File: src/rtl/txrx_defs.sv
// rtl/txrx_defs.sv - shared frame-format constants and FSM encodings for the serial link
package txrx_defs;

    localparam int                  TXRX_DATA_W   = 55;
    localparam int                  TXRX_SYNC_W   = 6;
    localparam logic [TXRX_SYNC_W-1:0] TXRX_SYNC_PAT = 6'b01_1111;

    typedef enum logic [1:0] {
        ST_HUNT = 2'd0,
        ST_RECV = 2'd1,
        ST_LOAD = 2'd2
    } rx_state_t;

endpackage

File: src/rtl/rcv_protocol_sync_detect.sv
// rtl/rcv_protocol_sync_detect.sv - start-sequence shift register and comparator
//
// Ports:
//   clk    - clock, rising edge
//   rst    - synchronous active-high reset, clears the shift register
//   clear  - synchronous clear of the shift register (wins over en)
//   en     - shift bit_in into the register this cycle
//   bit_in - serial line sample
//   match  - combinational: the value the register is about to take equals SYNC_PAT
module sync_detect #(
    parameter int                  SYNC_W   = txrx_defs::TXRX_SYNC_W,
    parameter logic [SYNC_W-1:0]   SYNC_PAT = txrx_defs::TXRX_SYNC_PAT
) (
    input  logic clk,
    input  logic rst,
    input  logic clear,
    input  logic en,
    input  logic bit_in,
    output logic match
);

    logic [SYNC_W-1:0] sr;
    logic [SYNC_W-1:0] sr_next;

    assign sr_next = {sr[SYNC_W-2:0], bit_in};

    // Compare against the post-shift value so the FSM can leave HUNT on the
    // same edge that samples the final sync bit.
    assign match = en && (sr_next == SYNC_PAT);

    always_ff @(posedge clk) begin
        if (rst || clear) begin
            sr <= '0;
        end else if (en) begin
            sr <= sr_next;
        end
    end

endmodule

File: src/rtl/rcv_protocol.sv
// rtl/rcv_protocol.sv - same-clock serial frame receiver with ready/overrun handshake
//
// Ports:
//   clk     - clock, every register updates on the rising edge
//   rst     - synchronous active-high reset
//   S_Data  - serial line, one bit per clk, MSB first, idles low
//   clr_rdy - consumer acknowledge, clears rdy and overrun on the next edge
//   RX_Data - last complete payload, MSB = first payload bit received
//   rdy     - RX_Data holds an unacknowledged frame
//   overrun - sticky, a frame completed while rdy was already high
//   busy    - high exactly while payload bits are being received
module rcv_protocol
    import txrx_defs::*;
#(
    parameter int                DATA_W   = TXRX_DATA_W,
    parameter int                SYNC_W   = TXRX_SYNC_W,
    parameter logic [SYNC_W-1:0] SYNC_PAT = TXRX_SYNC_PAT
) (
    input  logic              clk,
    input  logic              rst,
    input  logic              S_Data,
    input  logic              clr_rdy,
    output logic [DATA_W-1:0] RX_Data,
    output logic              rdy,
    output logic              overrun,
    output logic              busy
);

    localparam int CNT_W = $clog2(DATA_W + 1);

    rx_state_t         state;
    logic [CNT_W-1:0]  cnt;
    logic [DATA_W-1:0] payload;
    logic              sync_match;

    // Sync matching only runs in HUNT so payload contents can never restart
    // reception; the register is wiped on LOAD so each frame needs a full pattern.
    sync_detect #(
        .SYNC_W   (SYNC_W),
        .SYNC_PAT (SYNC_PAT)
    ) u_sync_detect (
        .clk    (clk),
        .rst    (rst),
        .clear  (state == ST_LOAD),
        .en     (state == ST_HUNT),
        .bit_in (S_Data),
        .match  (sync_match)
    );

    always_ff @(posedge clk) begin
        if (rst) begin
            state   <= ST_HUNT;
            cnt     <= '0;
            payload <= '0;
            RX_Data <= '0;
            rdy     <= 1'b0;
            overrun <= 1'b0;
            busy    <= 1'b0;
        end else begin
            case (state)
                ST_HUNT: begin
                    if (sync_match) begin
                        state <= ST_RECV;
                        cnt   <= CNT_W'(DATA_W);
                        busy  <= 1'b1;
                    end
                end
                ST_RECV: begin
                    payload <= {payload[DATA_W-2:0], S_Data};
                    cnt     <= cnt - 1'b1;
                    // cnt == 1 marks the last payload sample; the counter
                    // only reaches 0 once the FSM has left RECV.
                    if (cnt == CNT_W'(1)) begin
                        state <= ST_LOAD;
                        busy  <= 1'b0;
                    end
                end
                ST_LOAD: begin
                    RX_Data <= payload;
                    state   <= ST_HUNT;
                end
                default: begin
                    state <= ST_HUNT;
                    busy  <= 1'b0;
                end
            endcase

            // A completing frame takes priority over an acknowledge in the
            // same cycle, so the consumer never loses sight of new data.
            if (state == ST_LOAD) begin
                rdy <= 1'b1;
                if (rdy && !clr_rdy) begin
                    overrun <= 1'b1;
                end
            end else if (clr_rdy) begin
                rdy     <= 1'b0;
                overrun <= 1'b0;
            end
        end
    end

endmodule

File: config.mk
export PLATFORM = sky130hd
export DESIGN_NAME = rcv_protocol
export DESIGN_NICKNAME = d
export VERILOG_FILES = /design/src/rtl/txrx_defs.sv /design/src/rtl/rcv_protocol_sync_detect.sv /design/src/rtl/rcv_protocol.sv
export SDC_FILE = /design/constraint.sdc
export NUM_CORES = 1
export LEC_CHECK = 0
export BUFFER_PORTS_ARGS = -buffer_cell sky130_fd_sc_hd__buf_2
export CORE_UTILIZATION = 56
export DETAILED_ROUTE_END_ITERATION = 12
export GPL_TIMING_DRIVEN = 0
export PLACE_DENSITY = 0.78
export SYNTH_ARGS = -nofsm -noshare
export SYNTH_HDL_FRONTEND = slang
export SYNTH_SLANG_ARGS = --single-unit
File: constraint.sdc
create_clock -name clk -period 1.9 [get_ports clk]
set_clock_uncertainty 0.1 [all_clocks]
set_input_delay 0.19 -clock clk [delete_from_list [all_inputs] [get_ports clk]]
set_output_delay 0.19 -clock clk [all_outputs]
set_load 0.01 [all_outputs]
Yosys cells after proc, flatten, opt, wreduce, memory -nomap -nowiden
Cells that the tools add are included.

word-level totals
  bits in registers = 126
  latch bits = 0
  bits in writable memories = 0
  bits in read-only memories = 0
  input bits = 4
  output and inout bits = 58
  logic and storage cells = 40
  memories = 0

operators by class
  $add $sub $neg = 1
  $mul = 0
  div/mod/pow operators = 0
  magnitude comparators = 0
  eq/ne operators = 7
  shift operators = 0
  mux-type cells = 12
  bitwise gates (word level) = 1
  reductions and logical operators = 11

operators with widths
  operator             count
  $pmux 6 s2           1
  $eq 6x1->1 const B   1
  $eq 6x5->1 const B   1
  $mux 1               6
  $mux 6               1
  $ne 2x2->1 const B   3
  $reduce_and 2->1     3
  $sub 6x1->6 const B  1
  $mux 2               2
  $pmux 2 s2           1
  $reduce_bool 2->1    2
  $pmux 1 s3           1
  $reduce_and 3->1     1
  $eq 2x1->1 const B   1
  $eq 2x2->1 const B   1
  $logic_and 1x1->1    2
  $logic_not 2->1      1
  $logic_not 1->1      1
  $logic_or 1x1->1     1
  $not 1->1            1

Longest topological paths before layout
  word-level depth = 4
  gate-level depth with buffers = 6
  gate-level depth less buffers = 6

Modules after synthesis
From an unflattened synthesis, not the netlist that was laid out.

second synthesis, totals
  cell total of the unflattened synthesis = 553
  area total of the unflattened synthesis = 4471.8 µm²

modules (own cells, without submodules)
  module        times used  cells each  area each (µm²)  sequential area each (µm²)
  rcv_protocol  1           534         4266.6           2422.3
  sync_detect   1           19          205.2            100.1

Worst setup path after synthesis
OpenSTA, ideal clock, no wires.

  path kind = reg2reg
  start point = reg cnt[0]
  end point = reg cnt[4]
  library setup time = 74 ps
  arrival time = 1419 ps
  slack = 307 ps
  cell stages (with the launch flop) = 7
  period minus slack after synthesis = 1593 ps
  cell sequence = dfxtp_1 -> inv_1 -> ha_1 -> inv_1 -> or3_2 -> or3_1 -> a31oi_1

between the ends
  cells in the longest elaborated chain, start to end = 2

ends and longest elaborated chain
  what                    RTL line            source
  start, declared         rcv_protocol.sv:32  logic [CNT_W-1:0] cnt;
  start signal, assigned  rcv_protocol.sv:64  cnt <= CNT_W'(DATA_W);
  start signal, assigned  rcv_protocol.sv:70  cnt <= cnt - 1'b1;
  $sub 6x1->6             rcv_protocol.sv:70
  $pmux 6 s2              rcv_protocol.sv:60  case (state)

Every way passes these cells.
A chain may end at the register's enable or synchronous reset.

Final worst setup path
  start point = reg state[0]
  end point = reg RX_Data[5]

between the ends
  cells in the longest elaborated chain, start to end = 1

ends and longest elaborated chain
  what                    RTL line            source
  start, declared         rcv_protocol.sv:31  rx_state_t state;
  start signal, assigned  rcv_protocol.sv:52  state <= ST_HUNT;
  start signal, assigned  rcv_protocol.sv:63  state <= ST_RECV;
  start signal, assigned  rcv_protocol.sv:74  state <= ST_LOAD;
  $eq 2x2->1              rcv_protocol.sv:60
  end signal, assigned    rcv_protocol.sv:79  RX_Data <= payload;
  end, declared           rcv_protocol.sv:23  output logic [DATA_W-1:0] RX_Data,

Every way passes these cells.

==> results.toml <==
[placed_design]
gp_routability_congestion = 0.7986
placed_cell_area_mm2 = 0.004883
detailedPlacementHpwl_mm = 6.499
io_buffers = 60
place.detailed.instances = 716

[finish]
layout.cell_area.non_filler_mm2 = 0.005446
nNetsFinal = 641
fillers = 616
finish.utilization = 0.7048
n_antenna_cell = 0
area_delta_synth_final_pct = 22.24
drive_above_1_share = 0.1713
stdcell_count = 750

[floorplanning]
die-width_um = 91.20
die-area_mm2 = 0.008317
core_area_mm2 = 0.007727
die_h_um = 91.20
design.portCount = 62
floorplan.initialDensity = 0.5766
std_cell_rows = 32

[synthesis]
number_of_distinct_library_cells_after_synthesis = 28
synth-warning-count = 0
async_reset_ff_frac = 0
leading_area_contributor_after_synthesis = "sky130_fd_sc_hd__dfxtp_1"
ys_dominant_reg_cell = "sky130_fd_sc_hd__dfxtp_1"
yosys_register_bits = 126
postSynthNetCount = 560
synth.avg_cell_area_um2 = 8.042
synthMostInstantiatedCell = "sky130_fd_sc_hd__nand2_1"
syn-instance-count = 554
synth-seq-area-share = 0.5661
synth_enable_flop_cells = 0
synth_top_cells_by_count = "sky130_fd_sc_hd__nand2_1 (221), sky130_fd_sc_hd__dfxtp_1 (126), sky130_fd_sc_hd__a21oi_1 (116), sky130_fd_sc_hd__buf_2 (20), sky130_fd_sc_hd__clkbuf_1 (20)"
synth.area.top_cells = "sky130_fd_sc_hd__dfxtp_1 (57%), sky130_fd_sc_hd__nand2_1 (19%), sky130_fd_sc_hd__a21oi_1 (13%), sky130_fd_sc_hd__buf_2 (2.2%), sky130_fd_sc_hd__clkbuf_1 (1.7%)"
synth_top_cell_area_share = 0.5661
synth_area_mm2 = 0.004456

[timing]
final_min_period_over_clock_period = 0.9191
worst_slew_margin_rel = 0.6391
final_report_setup_violation_count = 0
max_freq_ghz = 0.5727
totalNegativeSetupSlack_ns = 0
grt_setup_unrepaired = "false"
final-hold-violation-count = 0
max_slew_violations = 0
tightest_slew_ns = 0.5413
layout_min_cycle_time_ns = 1.746

[global_routing]
antenna_violations_before_repair = 0
first_global_vias = 3586
grt_first_pass_wirelength_mm = 16.39
grt-ovfl-total = 0
grtUsageTotal = 0.2464
grt_start_max_net_pins = 17

[power]
ir_worst_vdd_mv = 0.8483
power.share.sequential = 0.470
switching_power_mw = 1.187
power.density_mw_per_mm2 = 1037
power_frac_comb = 0.013
p_int_mw = 4.462
power_leakage_nw = 2.073
share_clk_of_total_power = 0.517
switching_share = 0.2102

[worst_hold_path]
hold_crit_start = "rst"
timing.hold.worst.class = "primary input to flop"
hold-path-cell-count = 3
min_delay_worst_endpoint = "payload[13]"

[clock_tree]
clock_tree.buffer_depth = 2
cts.clk_slew.worst_paths_ns = 0.06
clk_root_buffer_cell = "sky130_fd_sc_hd__clkbuf_8"
postCtsResizedCells = 0
clk_lat_worst_skew_ns = 0.52
cts-htree-levels = 4
numClockSinks = 126
tritoncts = "done"
cts_made_buffers = 17

[drt]
drc_errors = 0
detailed_route_wl_mm = 9.718
vias_per_cell = 5.240
route.antenna.remaining_nets = 0
drtPass1Iterations = 5
vias = 3930
detailedRoute.firstIterationViolations = 250
wire_per_inst_um = 12.96

[worst_setup_path]
critical_path.reg2reg.startpoint = "state[0]"
worst-endpoint-required_ns = 2.25
timing.critical_path.arrival_ns = 2.09
setup.reg_to_reg.worst_slack_ns = 0.15
crit_path_end_kind = "flop"
crit-reg2reg-capture = "RX_Data[5]"
rr_worst_depth = 5
path_max_fanout = 10
worst_setup_path_start_kind = "flop"
worst_path_class_setup = "flop to flop"

[run]
drv.max_cap_violation_count = 0

[status]
run_status = "finished clean"
## final cells by class
class                   instances  area, µm²  area share
plain buffers                  40      175.2     0.03216
clock buffers                  22      452.9     0.08316
clock inverters                10      90.09     0.01654
inverters                       4      15.01    0.002757
multi-input cells             384       1743      0.3200
flip-flops and latches        126       2522      0.4631
well taps                     102      127.6     0.02343
repair buffers                 62      320.3     0.05881
## power by group through the flow
stage | registers [mW] | clock network (mW) | logic [mW]
3_3_place_gp | 2.71 | 0 | 0.0682
2_1_floorplan | 2.71 | 0 | 0.0463
3_5_place_dp | 2.71 | 0 | 0.0696
6_report | 2.65 | 2.92 | 0.0737
5_1_grt | 2.65 | 3.07 | 0.0818
4_1_cts | 2.65 | 2.93 | 0.0736
## critical path, cell delays in order, from the launching register on
cell,delay (ns)
sky130_fd_sc_hd__dfxtp_1,0.45
sky130_fd_sc_hd__nand2b_1,0.32
sky130_fd_sc_hd__buf_2,0.30
sky130_fd_sc_hd__buf_2,0.26
sky130_fd_sc_hd__nand2_1,0.09
sky130_fd_sc_hd__a21oi_1,0.15
## state kept, by name, indices dropped and copies added, names as in the netlist
signal	flops
RX_Data	55
payload	55
cnt	6
u_sync_detect.sr	5
state	2
busy	1
overrun	1
rdy	1
## cells in the final DEF (no fill, tap or decap), types with 2 or more instances in the layout
cell type                         n
sky130_fd_sc_hd__a211oi_1         2
sky130_fd_sc_hd__a31oi_1          4
sky130_fd_sc_hd__clkinv_2         4
sky130_fd_sc_hd__or3_1            3
sky130_fd_sc_hd__nand2b_1         4
sky130_fd_sc_hd__nor3_1           2
sky130_fd_sc_hd__o21ai_0          3
sky130_fd_sc_hd__buf_2           80
sky130_fd_sc_hd__clkbuf_8         3
sky130_fd_sc_hd__clkinv_4         2
sky130_fd_sc_hd__nor2_1           7
sky130_fd_sc_hd__nor2b_1          2
sky130_fd_sc_hd__nand3b_1         2
sky130_fd_sc_hd__clkinvlp_4       3
sky130_fd_sc_hd__clkbuf_16       16
sky130_fd_sc_hd__clkbuf_1        23
sky130_fd_sc_hd__nand2_1        221
sky130_fd_sc_hd__nor3b_1          5
sky130_fd_sc_hd__ha_1             2
sky130_fd_sc_hd__dfxtp_1        126
sky130_fd_sc_hd__a21oi_1        116
sky130_fd_sc_hd__dlygate4sd3_1    2
sky130_fd_sc_hd__inv_1            4
## cell families (layout without fill, tap and decap cells)
family	count (synthesis)	after routing	share of synthesized area
compound gates	128	128	0.1528
flops	126	126	0.5661
xor+xnor	1	1	0.001966
fa+ha+maj	2	2	0.005616
simple gates	253	253	0.2308
buf+inv	44	138	0.04268
## layer usage
metal,part of all wire,global-route usage
met2,0.47,0.4066
met5,0,0
met4,0.017,0.1005
met1,0.46,0.3123
met3,0.049,0.05444
## worst max path at each step
| stage | from | end | cells after the start |
|---|---|---|---|
| 5_1_grt | state[0] | RX_Data[45] | 5 |
| 4_1_cts | state[0] | RX_Data[44] | 5 |
| 6_report | state[0] | RX_Data[5] | 5 |
| 3_5_place_dp | rst | RX_Data[9] | 4 |
| 3_3_place_gp | rst | RX_Data[8] | 4 |
| 2_1_floorplan | cnt[0] | cnt[4] | 6 |
## repair_timing
| action | 4_1_cts | 5_1_grt |
|---|---|---|
| buffers inserted | 0 | 0 |
| hold endpoints to repair | 3 | 0 |
| hold buffers | 2 | 0 |
## per-stage QoR
step	setup slack, ns	power [mW]	hold slack, ns
floorplan	0.3071	2.757	0.2260
CTS	0.1644	5.662	0.2589
global route	0.03359	5.800	0.2871
detailed placement	0.1936	2.780	0.3438
finish	0.1538	5.649	0.2606
global placement	0.2401	2.779	0.3391
No activity file was read; power rests on OpenSTA's default activity.
